[src/rtl/ram_access_ctrl_pkg.sv]
// Shared types for the RAM access controller: FSM states and arbiter grant encoding.
// RAM_ACCESS_CTRL_RR_EN selects round-robin arbitration in ram_access_ctrl_arb.
package ram_access_ctrl_pkg;

    typedef enum logic {
        ST_INIT,
        ST_RUN
    } state_t;

    typedef enum logic [1:0] {
        GNT_NONE,
        GNT_WR,
        GNT_RD
    } grant_t;

endpackage

[src/rtl/ram_access_ctrl_arb.sv]
// Single-grant arbiter between the write and read request channels.
// RAM_ACCESS_CTRL_RR_EN: round-robin on contention; otherwise writes always win.
module ram_access_ctrl_arb (
`ifdef RAM_ACCESS_CTRL_RR_EN
    input  logic clk,
    input  logic reset,
`endif
    input  logic enable,
    input  logic wr_valid,
    input  logic rd_valid,
    output logic wr_gnt,
    output logic rd_gnt
);
    import ram_access_ctrl_pkg::*;

    grant_t grant;

`ifdef RAM_ACCESS_CTRL_RR_EN
    // 1: read was granted at the last contended cycle, so write goes next.
    logic last_grant_q;

    always_ff @(posedge clk) begin
        if (reset) begin
            last_grant_q <= 1'b1;
        end else if (enable && wr_valid && rd_valid) begin
            last_grant_q <= (grant == GNT_RD);
        end
    end
`endif

    always_comb begin
        grant = GNT_NONE;
        if (enable) begin
            if (wr_valid && rd_valid) begin
`ifdef RAM_ACCESS_CTRL_RR_EN
                grant = last_grant_q ? GNT_WR : GNT_RD;
`else
                grant = GNT_WR;
`endif
            end else if (wr_valid) begin
                grant = GNT_WR;
            end else if (rd_valid) begin
                grant = GNT_RD;
            end
        end
    end

    assign wr_gnt = (grant == GNT_WR);
    assign rd_gnt = (grant == GNT_RD);

endmodule

[src/rtl/ram_access_ctrl.sv]
// Front-end for a single-port RAM: zeroes every word after reset, then arbitrates write/read
// requests onto registered RAM strobes. RAM_ACCESS_CTRL_RR_EN enables round-robin arbitration.
module ram_access_ctrl #(
    parameter int unsigned ADDRESS_MAX  = 16,
    parameter int unsigned ADDRESS_BITS = 4,
    parameter int unsigned DATA_WIDTH   = 16
) (
    input  logic                    clk,
    input  logic                    reset,
    input  logic                    wr_req_valid,
    output logic                    wr_req_ready,
    input  logic [ADDRESS_BITS-1:0] wr_req_addr,
    input  logic [DATA_WIDTH-1:0]   wr_req_data,
    input  logic                    rd_req_valid,
    output logic                    rd_req_ready,
    input  logic [ADDRESS_BITS-1:0] rd_req_addr,
    output logic                    rd_resp_valid,
    output logic [DATA_WIDTH-1:0]   rd_resp_data,
    output logic                    init_done,
    output logic                    read_memory,
    output logic                    write_memory,
    output logic [ADDRESS_BITS-1:0] address,
    output logic [DATA_WIDTH-1:0]   write_memory_data,
    input  logic [DATA_WIDTH-1:0]   read_memory_data
);
    import ram_access_ctrl_pkg::*;

    localparam logic [ADDRESS_BITS-1:0] LastAddr = ADDRESS_BITS'(ADDRESS_MAX - 1);

    state_t                  state_q, state_d;
    logic [ADDRESS_BITS-1:0] cnt_q, cnt_d;
    logic                    read_memory_q, read_memory_d;
    logic                    write_memory_q, write_memory_d;
    logic [ADDRESS_BITS-1:0] address_q, address_d;
    logic [DATA_WIDTH-1:0]   wdata_q, wdata_d;
    logic                    init_done_q, init_done_d;
    logic                    rd_resp_valid_q;
    logic                    wr_gnt, rd_gnt;

    function automatic logic [ADDRESS_BITS-1:0] wrap_addr(input logic [ADDRESS_BITS-1:0] a);
        return ADDRESS_BITS'(32'(a) % ADDRESS_MAX);
    endfunction

    // Grants stay off until init_done so the last sweep write drains before any access.
    ram_access_ctrl_arb u_arb (
`ifdef RAM_ACCESS_CTRL_RR_EN
        .clk      (clk),
        .reset    (reset),
`endif
        .enable   (init_done_q),
        .wr_valid (wr_req_valid),
        .rd_valid (rd_req_valid),
        .wr_gnt   (wr_gnt),
        .rd_gnt   (rd_gnt)
    );

    always_comb begin
        state_d        = state_q;
        cnt_d          = cnt_q;
        read_memory_d  = 1'b0;
        write_memory_d = 1'b0;
        address_d      = address_q;
        wdata_d        = wdata_q;
        init_done_d    = init_done_q | (state_q == ST_RUN);
        unique case (state_q)
            ST_INIT: begin
                write_memory_d = 1'b1;
                address_d      = cnt_q;
                wdata_d        = '0;
                cnt_d          = cnt_q + ADDRESS_BITS'(1);
                if (cnt_q == LastAddr) begin
                    state_d = ST_RUN;
                    cnt_d   = '0;
                end
            end
            ST_RUN: begin
                if (wr_gnt) begin
                    write_memory_d = 1'b1;
                    address_d      = wrap_addr(wr_req_addr);
                    wdata_d        = wr_req_data;
                end else if (rd_gnt) begin
                    read_memory_d = 1'b1;
                    address_d     = wrap_addr(rd_req_addr);
                end
            end
            default: state_d = ST_INIT;
        endcase
    end

    always_ff @(posedge clk) begin
        if (reset) begin
            state_q         <= ST_INIT;
            cnt_q           <= '0;
            read_memory_q   <= 1'b0;
            write_memory_q  <= 1'b0;
            address_q       <= '0;
            wdata_q         <= '0;
            init_done_q     <= 1'b0;
            rd_resp_valid_q <= 1'b0;
        end else begin
            state_q         <= state_d;
            cnt_q           <= cnt_d;
            read_memory_q   <= read_memory_d;
            write_memory_q  <= write_memory_d;
            address_q       <= address_d;
            wdata_q         <= wdata_d;
            init_done_q     <= init_done_d;
            // RAM data appears the cycle after the read strobe.
            rd_resp_valid_q <= read_memory_q;
        end
    end

    assign wr_req_ready      = wr_gnt;
    assign rd_req_ready      = rd_gnt;
    assign rd_resp_valid     = rd_resp_valid_q;
    assign rd_resp_data      = read_memory_data;
    assign init_done         = init_done_q;
    assign read_memory       = read_memory_q;
    assign write_memory      = write_memory_q;
    assign address           = address_q;
    assign write_memory_data = wdata_q;

endmodule

[config.mk]
export PLATFORM = sky130hd
export DESIGN_NAME = ram_access_ctrl
export DESIGN_NICKNAME = d
export VERILOG_FILES = /design/src/rtl/ram_access_ctrl_pkg.sv /design/src/rtl/ram_access_ctrl_arb.sv /design/src/rtl/ram_access_ctrl.sv
export SDC_FILE = /design/constraint.sdc
export NUM_CORES = 1
export LEC_CHECK = 0
export ABC_AREA = 1
export BUFFER_PORTS_ARGS = -buffer_cell sky130_fd_sc_hd__buf_2
export CORE_ASPECT_RATIO = 0.6
export CORE_UTILIZATION = 47
export CTS_BUF_LIST = sky130_fd_sc_hd__clkbuf_8
export CTS_CLUSTER_DIAMETER = 150
export CTS_CLUSTER_SIZE = 8
export DETAILED_ROUTE_END_ITERATION = 12
export PLACE_DENSITY = 0.85
export SYNTH_ARGS = -nofsm -noshare
export SYNTH_HDL_FRONTEND = slang
export SYNTH_HIERARCHICAL = 1
export SYNTH_SLANG_ARGS = --single-unit
[constraint.sdc]
create_clock -name clk -period 1.5 [get_ports clk]
set_input_delay 0.15 -clock clk [delete_from_list [all_inputs] [get_ports clk]]
set_output_delay 0.15 -clock clk [all_outputs]
set_load 0.02 [all_outputs]
# Word level (Yosys, flattened, before mapping)
# Index checks and enable logic that the tools add are counted.
# word_totals
regBits,29
inputBits,44
output_inout_bits,42
wordCells,33
# op_classes
add_sub_neg,1
n_eq_ne,5
n_mux,15
bitwise,2
reduce_logical,2
# ops
cell,count
$pmux 16 s2,1
$mux 16,1
$mux 4,3
$mux 2,4
$pmux 4 s2,1
$add 4x1->4 const B,1
$eq 4x4->1 const B,1
$mux 1,4
$ne 3x3->1 const B,1
$reduce_or 3->1,1
$eq 2x1->1 const B,1
$eq 2x2->1 const B,1
$ne 2x2->1 const B,1
$pmux 1 s2,1
$logic_and 1x1->1,1
$not 1->1,1
$or 1x1->1,1

# Logic depth before layout (Yosys ltp)
# Gate-level depths: netlist of run 1.
# depth
depth_word,8
ltp_mapped,7

# Cells and area by module
# Netlist of run 1, hierarchy kept.
# by_module_without_submodules
mod,n_inst,cells_per_inst,area_per_inst_um2,seq_area_each_um2
ram_access_ctrl,1,180,1335.0,580.6
ram_access_ctrl_arb,1,4,17.5,0.0

# Worst setup path after synthesis of run 1
# OpenSTA, ideal clock, no wires.
# synth_timing
path_kind,register to register
from,"register init_done_q, in the netlist init_done"
to,"register wdata_q[10], in the netlist write_memory_data[10]"
setup_ns,0.117
arrival_ns,1.158
slack_ns,0.225
path_stages_with_launch,7
n_path_buf,1
cell_sequence,dfxtp_1 nand2_1 inv_1 inv_2 buf_2 nor2_1 nor3_2
# synth_via
elab_chain_cells,3
# synth_lines
item,line,text
start: declaration,ram_access_ctrl.sv:36,"logic init_done_q, init_done_d;"
start signal: assignment,ram_access_ctrl.sv:107,init_done_q <= init_done_d;
$mux 2,ram_access_ctrl_arb.sv:33,if (enable) begin
$eq 2x1->1,ram_access_ctrl_arb.sv:48,assign wr_gnt = (grant == GNT_WR);
named net wr_req_ready,ram_access_ctrl.sv:11,"output logic wr_req_ready,"
$ne 2x2->1 (no source line),-,
end signal: assignment,ram_access_ctrl.sv:106,wdata_q <= wdata_d;
end: declaration,ram_access_ctrl.sv:35,"logic [DATA_WIDTH-1:0] wdata_q, wdata_d;"
# The timed path passes the listed nets, and every way through them passes these cells.
# A chain may end at the register's enable or synchronous reset.

# Worst setup path after layout of run 1
# layout_timing
from,"register init_done_q, in the netlist init_done"
to,output wr_req_ready
# layout_via
elab_chain_cells,2
# layout_lines
item,line
$mux 2,ram_access_ctrl_arb.sv:33
$eq 2x1->1,ram_access_ctrl_arb.sv:48
end: declaration,ram_access_ctrl.sv:11
# Every way passes these cells.

==> results of run 1 <==
[worst paths after layout]
kind               startpoint            end  slack (ps)  depth (start not counted)
hold / removal          reset  rd_resp_valid          90                          2
hold reg to reg   read_memory  rd_resp_valid         430                          2
setup / recovery    init_done   wr_req_ready         120                          4
setup reg to reg    init_done     address[3]         330                          6
[per-layer routing]
layer | up-vias | track usage [%] | share of wire (%)
li1 | 633 | - | -
met1 | 530 | 25.90 | 51
met2 | 55 | 25.90 | 37
met3 | 6 | 8.605 | 10
met4 | 0 | 10.40 | 1.6
met5 | - | 0 | 0
[synth_stat cells]
library cell,number,area [um^2]
o21ai_1,2,10.01
nand3_1,10,50.05
ha_1,1,12.51
o21ai_0,1,5.000
a21oi_1,17,85.08
nor3_2,4,40.04
buf_6,3,33.78
nor2_1,34,127.6
nor3_1,8,40.04
inv_2,3,11.26
nand2_4,1,11.26
dfxtp_1,29,580.6
nor2_2,2,12.51
inv_1,18,67.56
buf_2,2,10.01
nand2_1,30,112.6
buf_4,19,142.6
[what timing repair did]
| item | in CTS | in global routing |
|---|---|---|
| hold buffers | 0 | 0 |
| endpoints found under the setup margin | 1 | 1 |
| cloned | 0 | 0 |
| pin swaps | 0 | 0 |
| gates resized for setup | 1 | 1 |
[through the flow]
step                      setup slack (ps)  instances  hold slack (ps)
final                                116.6        255            86.58
after global routing                 43.37        255            91.87
after CTS                            67.21        255            75.85
after detailed placement             256.7        247            300.1
after global placement               312.7        247            300.1
after floorplan                      225.2        184            219.1
[kinds of logic after synthesis]
| kind of cell | count (synthesis) | share of synthesized area (%) |
|---|---|---|
| compound gates | 20 | 7.400 |
| fa+ha+maj | 1 | 0.9249 |
| buf+inv | 45 | 19.61 |
| flops | 29 | 42.92 |
| simple gates | 89 | 29.14 |
[state kept, by name, summed over array words and instances (netlist names)]
signal	flops
init_done	1
state_q	1
read_memory	1
rd_resp_valid	1
cnt_q	4
address	4
write_memory_data	16
write_memory	1
[area by class of cell]
cell class	instances	share of cell area [%]
repair buffers	55	17.68
flip-flops and latches	29	36.14
clock buffers	6	5.140
inverters	21	4.907
multi-input cells	110	31.54
clock inverters	2	2.103
well taps	32	2.492
[where the power goes]
part           internal, mW  leakage [nW]  switching (mW)  total, mW
Clock                 0.534        0.0626           0.302      0.836
Sequential            0.783         0.235         0.00926      0.792
Combinational        0.0452         0.499          0.0482     0.0934
Total                  1.36         0.797           0.360       1.72
==> results.py, run 1 <==
metrics = {
    "critical_path": {
        "slowest_delay_ps": 360,
        "critPathRequiredTime_ps": 1350,
        "start_kind": "flop",
        "crit_chain": "nand2_1 > inv_2 > buf_6 > buf_2",
        "worst_setup_path_end_kind": "output pin",
        "worstSetupPathType": "flop to output pin",
        "path_buf_inv": 3,
        "crit_family": "buffers and inverters",
        "crit_fanout": 15,
        "crit_slowest_cell": "dfxtp_1",
        "critPathArrivalTime_ps": 1230,
    },
    "placement": {
        "hpwl_um": 2002,
        "placed_area_mm2": 0.001486,
        "port_buffers": 53,
        "globalplace.congestion": 0.7609,
    },
    "floorplan": {
        "die_y_um": 43.56,
        "placementRows": 14,
        "die_w_um": 71.26,
        "num_io_pins": 86,
        "start_util_pct": 51.82,
        "fp.coreArea_mm2": 0.002610,
        "die_area_mm2": 0.003104,
    },
    "layout": {
        "nets": 267,
        "final_common_cell": "buf_2",
        "drive_above_1_share_pct": 32.74,
        "fillCellCount": 259,
        "multi_input_area_um2": 506.7,
        "post-route-util_pct": 61.55,
        "diodes": 0,
        "regArea_um2": 580.6,
        "fin_area_mm2": 0.001607,
        "final_cell_mix": "53 x buf_2, 34 x nor2_1, 30 x nand2_1",
        "area_growth_pct": 18.78,
    },
    "timing": {
        "skew_ps": 8.769,
        "hold_violations": 0,
        "worst_pin_slew_ps": 336.1,
        "slew_headroom_pct": 77.56,
        "period_share_pct": 92.23,
        "rsz0062_at_grt": "no",
        "drv_slew": 0,
        "fin_crit_ps": 1383,
        "fin_setup_tns_ps": 0,
        "max_freq_mhz": 722.9,
        "setup_viol": 0,
    },
    "power": {
        "power_density_mw_per_mm2": 1072,
        "p_leak_nw": 0.7969,
        "total_power_mw": 1.722,
        "irDropWorstVdd_mv": 0.6002,
    },
    "detailed_routing": {
        "drc": 5,
        "vias": 1224,
        "avgViaCountPerCell": 4.800,
        "first_pass_iters": 9,
        "finalWirelength_um": 2809,
        "drtIter0Drc": 63,
        "wl_per_cell_um": 11.02,
        "ant_nets": 0,
    },
    "logic_synthesis": {
        "syn_nets": 229,
        "syn_avg_cell_area_um2": 7.351,
        "syn_inst": 184,
        "yosysUniqueCellTypes": 17,
        "synth_warnings": 6,
        "ys_seq_area_share_pct": 42.92,
        "ys_ff_latch": 29,
        "syn_area_mm2": 0.001353,
    },
    "outcome": {
        "violations": "DRC",
        "outcome": "finished, violations left",
    },
    "clock_network": {
        "clkSlewWorstSetupHoldPaths_ps": 70,
        "cts_root_buffer": "clkbuf_8",
        "cts-htree-levels": 2,
        "post_cts_buffers": 0,
        "clock_path_buffers": 2,
        "cts.sinks": 29,
        "cts_tree": "done",
        "numCtsBuffers": 5,
        "clock_latency_ps": 290,
    },
    "grt": {
        "grt_max_degree": 25,
        "grt_first_pass_wirelength_um": 4478,
        "grt_pass1_vias": 1030,
        "antenna_found_initial": 0,
        "grtUsageTotal_pct": 19.30,
        "grt_overflow": 0,
    },
    "run": {
        "cap_violations": 0,
    },
    "min_path": {
        "hp-class": "primary input to flop",
    },
}
No activity file was read; power rests on OpenSTA's default activity.
==> run 2: changes to the inputs <==
CORE_MARGIN = 2   (was default)
GPL_TIMING_DRIVEN = 0   (was default)
SKIP_CTS_REPAIR_TIMING = 1   (was default)
==> results.py, run 2 (same netlist as run 1, synthesis figures left out) <==
metrics = {
    "floorplan": {
        "num_io_pins": 86,
        "die_area_mm2": 0.003337,
        "fp.coreArea_mm2": 0.002796,
        "start_util_pct": 48.37,
        "die_w_um": 73.26,
        "die_y_um": 45.56,
        "placementRows": 15,
    },
    "clock_network": {
        "clkSlewWorstSetupHoldPaths_ps": 60,
        "clock_path_buffers": 2,
        "cts-htree-levels": 2,
        "cts_root_buffer": "clkbuf_8",
        "clock_latency_ps": 280,
        "cts_tree": "done",
        "cts.sinks": 29,
        "numCtsBuffers": 5,
    },
    "grt": {
        "grt_first_pass_wirelength_um": 4512,
        "grt_overflow": 0,
        "grt_max_degree": 11,
        "antenna_found_initial": 0,
        "grtUsageTotal_pct": 18.28,
        "grt_pass1_vias": 1042,
    },
    "detailed_routing": {
        "vias": 1345,
        "drtIter0Drc": 53,
        "avgViaCountPerCell": 4.559,
        "drc": 0,
        "first_pass_iters": 4,
        "wl_per_cell_um": 10.14,
        "ant_nets": 0,
        "finalWirelength_um": 2991,
    },
    "placement": {
        "hpwl_um": 2259,
        "placed_area_mm2": 0.001740,
        "globalplace.congestion": 0.8334,
        "port_buffers": 69,
    },
    "layout": {
        "final_cell_mix": "71 x buf_2, 34 x nor2_1, 30 x nand2_1",
        "nets": 305,
        "diodes": 0,
        "fillCellCount": 274,
        "area_growth_pct": 36.17,
        "fin_area_mm2": 0.001842,
        "drive_above_1_share_pct": 42.53,
        "largest_reg_flops": 16,
        "final_common_cell": "buf_2",
    },
    "timing": {
        "fin_setup_tns_ps": 0,
        "holdWs_ps": 83.58,
        "period_share_pct": 82.20,
        "setup_viol": 0,
        "drv_slew": 0,
        "worst_pin_slew_ps": 309.4,
        "skew_ps": 2.272,
        "rsz0062_at_grt": "no",
        "hold_violations": 0,
        "slew_headroom_pct": 79.35,
        "max_freq_mhz": 811.0,
        "fin_crit_ps": 1233,
    },
    "run": {
        "cap_violations": 0,
    },
    "critical_path": {
        "start_kind": "flop",
        "critPathArrivalTime_ps": 1080,
        "crit_fanout": 4,
        "crit_slowest_cell": "dfxtp_1",
        "worstSetupPathType": "flop to output pin",
        "worst_setup_path_end_kind": "output pin",
        "reg2reg_slack_ps": 350,
        "critPathRequiredTime_ps": 1350,
        "path_buf_inv": 1,
        "slowest_delay_ps": 370,
        "crit_chain": "nand2_1 > nor2_2 > buf_2",
        "crit_family": "flip-flops",
    },
    "power": {
        "p_leak_nw": 0.9615,
        "irDropWorstVdd_mv": 0.5277,
        "power_density_mw_per_mm2": 904.6,
    },
    "min_path": {
        "hp-class": "primary input to flop",
    },
    "outcome": {
        "outcome": "finished, final reports clean",
    },
}
==> run 2: where the power goes <==
part           internal [mW]  switching (mW)
Combinational         0.0860          0.0863
Clock                  0.414           0.288
Sequential             0.783         0.00886
Total                   1.28           0.383
==> run 2: area by class of cell <==
cell class | count | area [um^2] | area share, %
plain buffers | 24 | 186.4 | 10.12
clock buffers | 7 | 96.34 | 5.231
clock inverters | 1 | 5.005 | 0.2717
inverters | 21 | 78.83 | 4.280
multi-input cells | 110 | 506.7 | 27.51
flip-flops and latches | 29 | 580.6 | 31.52
well taps | 34 | 42.54 | 2.310
repair buffers | 69 | 345.3 | 18.75
==> run 2: metal layers <==
| metal | part of all wire (%) | GRT usage (%) | wire (um) | up-vias |
|---|---|---|---|---|
| met2 | 44 | 28.65 | 1324 | 48 |
| met1 | 47 | 23.41 | 1408 | 580 |
| met3 | 7.5 | 6.637 | 224 | 8 |
| met4 | 1.1 | 6.667 | 33 | 0 |
| li1 | - | - | - | 709 |
| met5 | 0 | 0 | 0 | - |
==> run 2: final timing paths <==
kind	from	end	cells after the start
setup / recovery	init_done	rd_req_ready	3
hold / removal	reset	rd_resp_valid	2
setup reg to reg	init_done	write_memory_data[1]	5
hold reg to reg	read_memory	rd_resp_valid	2
==> run 2: stage by stage <==
step	power, mW	setup slack (ps)	instances	util, %
6_report	1.666	267.0	295	65.86
5_1_grt	1.732	190.6	295	65.86
4_1_cts	1.676	254.7	295	65.86
3_5_place_dp	0.9811	352.9	287	62.24
3_3_place_gp	0.9786	394.8	287	62.24
2_1_floorplan	0.9135	225.2	184	-
==> run 3: changes to the inputs <==
CORE_UTILIZATION = 39   (was 47)
PLACE_DENSITY = 0.75   (was 0.85)
clock period = 1.1 ns   (was 1.5 ns; I/O delays follow)
==> results.py, run 3 (same netlist as run 1, synthesis figures left out) <==
metrics = {
    "power": {
        "irDropWorstVdd_mv": 0.7979,
        "power_density_mw_per_mm2": 1237,
        "p_leak_nw": 0.9911,
        "total_power_mw": 2.423,
    },
    "floorplan": {
        "start_util_pct": 41.20,
        "fp.coreArea_mm2": 0.003283,
        "num_io_pins": 86,
        "die_y_um": 49.62,
        "die_area_mm2": 0.003970,
        "die_w_um": 80.03,
        "placementRows": 16,
    },
    "timing": {
        "drv_slew": 0,
        "hold_violations": 0,
        "setup_viol": 2,
        "skew_ps": 10.71,
        "fin_crit_ps": 1123,
        "rsz0062_at_grt": "yes",
        "worst_pin_slew_ps": 201.1,
        "finalWorstSetupSlack_ps": -23.40,
        "holdWs_ps": 46.02,
        "slew_headroom_pct": 86.56,
        "max_freq_mhz": 890.2,
        "period_share_pct": 102.1,
    },
    "grt": {
        "grt_overflow": 0,
        "antenna_found_initial": 0,
        "grt_max_degree": 12,
        "grt_first_pass_wirelength_um": 5078,
        "grtUsageTotal_pct": 16.34,
        "grt_pass1_vias": 1151,
    },
    "detailed_routing": {
        "vias": 1384,
        "drc": 0,
        "wl_per_cell_um": 10.71,
        "drtIter0Drc": 57,
        "first_pass_iters": 4,
        "avgViaCountPerCell": 4.494,
        "ant_nets": 0,
        "finalWirelength_um": 3298,
    },
    "clock_network": {
        "cts_root_buffer": "clkbuf_8",
        "clock_latency_ps": 280,
        "cts.sinks": 29,
        "cts-htree-levels": 2,
        "cts_tree": "done",
        "clkSlewWorstSetupHoldPaths_ps": 70,
        "numCtsBuffers": 5,
        "clock_path_buffers": 2,
    },
    "layout": {
        "diodes": 0,
        "fin_area_mm2": 0.001959,
        "drive_above_1_share_pct": 45.25,
        "final_common_cell": "buf_2",
        "nets": 307,
        "final_cell_mix": "67 x buf_2, 34 x nor2_1, 28 x nand2_1, 28 x dfxtp_1, 20 x buf_4",
        "area_growth_pct": 44.87,
        "fillCellCount": 314,
        "post-route-util_pct": 59.68,
        "largest_reg_flops": 16,
    },
    "critical_path": {
        "crit_slowest_cell": "dfxtp_4",
        "crit_family": "flip-flops",
        "slowest_delay_ps": 380,
        "critPathRequiredTime_ps": 990,
        "crit_fanout": 4,
        "critPathArrivalTime_ps": 1010,
        "worstSetupPathType": "flop to output pin",
        "start_kind": "flop",
        "crit_chain": "nand2_4 > nor2_4 > buf_6",
        "worst_setup_path_end_kind": "output pin",
        "path_buf_inv": 1,
    },
    "run": {
        "cap_violations": 0,
    },
    "outcome": {
        "outcome": "finished, violations left",
        "violations": "setup timing",
    },
    "placement": {
        "port_buffers": 69,
        "globalplace.congestion": 0.7675,
        "hpwl_um": 2409,
        "placed_area_mm2": 0.001760,
    },
    "min_path": {
        "hp-class": "primary input to flop",
    },
}
[run 3: cell types whose count changed in the layout (fill, tap and decap cells not counted), sizes merged]
cell	previous run	this run
clkinvlp	0	1
clkinv	1	2
clkbuf	7	5
inv	21	20
bufinv	0	1
buf	93	95
[run 3: worst reg2reg max path, cell delays in order, from the launching register on]
cell and delay [ps]:
dfxtp_4 370, nand2_2 80, clkinv_4 100, buf_6 150
nand2_1 70, nand3_1 80, a21oi_1 180
[run 3: metal layers]
metal,part of all wire (%),global-route usage (%)
met1,47,21.53
met2,44,25.28
met3,7.7,5.495
met4,0.94,5.085
met5,0,0
[run 3: area by class of cell]
cell class / count / area, um^2 / area share (%)
tap: 45 / 56.30 / 2.874
clock inverter: 3 / 46.29 / 2.363
clock buffer: 5 / 68.82 / 3.512
timing repair buffer: 71 / 372.9 / 19.03
buffer: 24 / 206.4 / 10.54
inverter: 21 / 88.84 / 4.534
multi-input combinational: 110 / 535.5 / 27.33
sequential: 29 / 584.3 / 29.82
[run 3: path summary, 6_finish.rpt]
path         slack, ps        start             to  cells past startpoint
max reg2reg        -10    init_done     address[2]                      6
min reg2reg        420  read_memory  rd_resp_valid                      2
max                -20    init_done   rd_req_ready                      3
min                 50        reset  rd_resp_valid                      2
[run 3: where the power goes]
part           switching (mW)  internal [mW]
clock                   0.429          0.677
combinational           0.122          0.118
sequential             0.0120           1.06
[run 3: through the flow]
step,setup slack [ps],TNS [ps],instances
floorplan,3.660,0,184
global placement,44.59,0,298
detailed placement,-16.73,-17.44,298
CTS,-40.07,-113.1,306
global route,-83.07,-293.3,308
finish,-23.40,-32.66,308
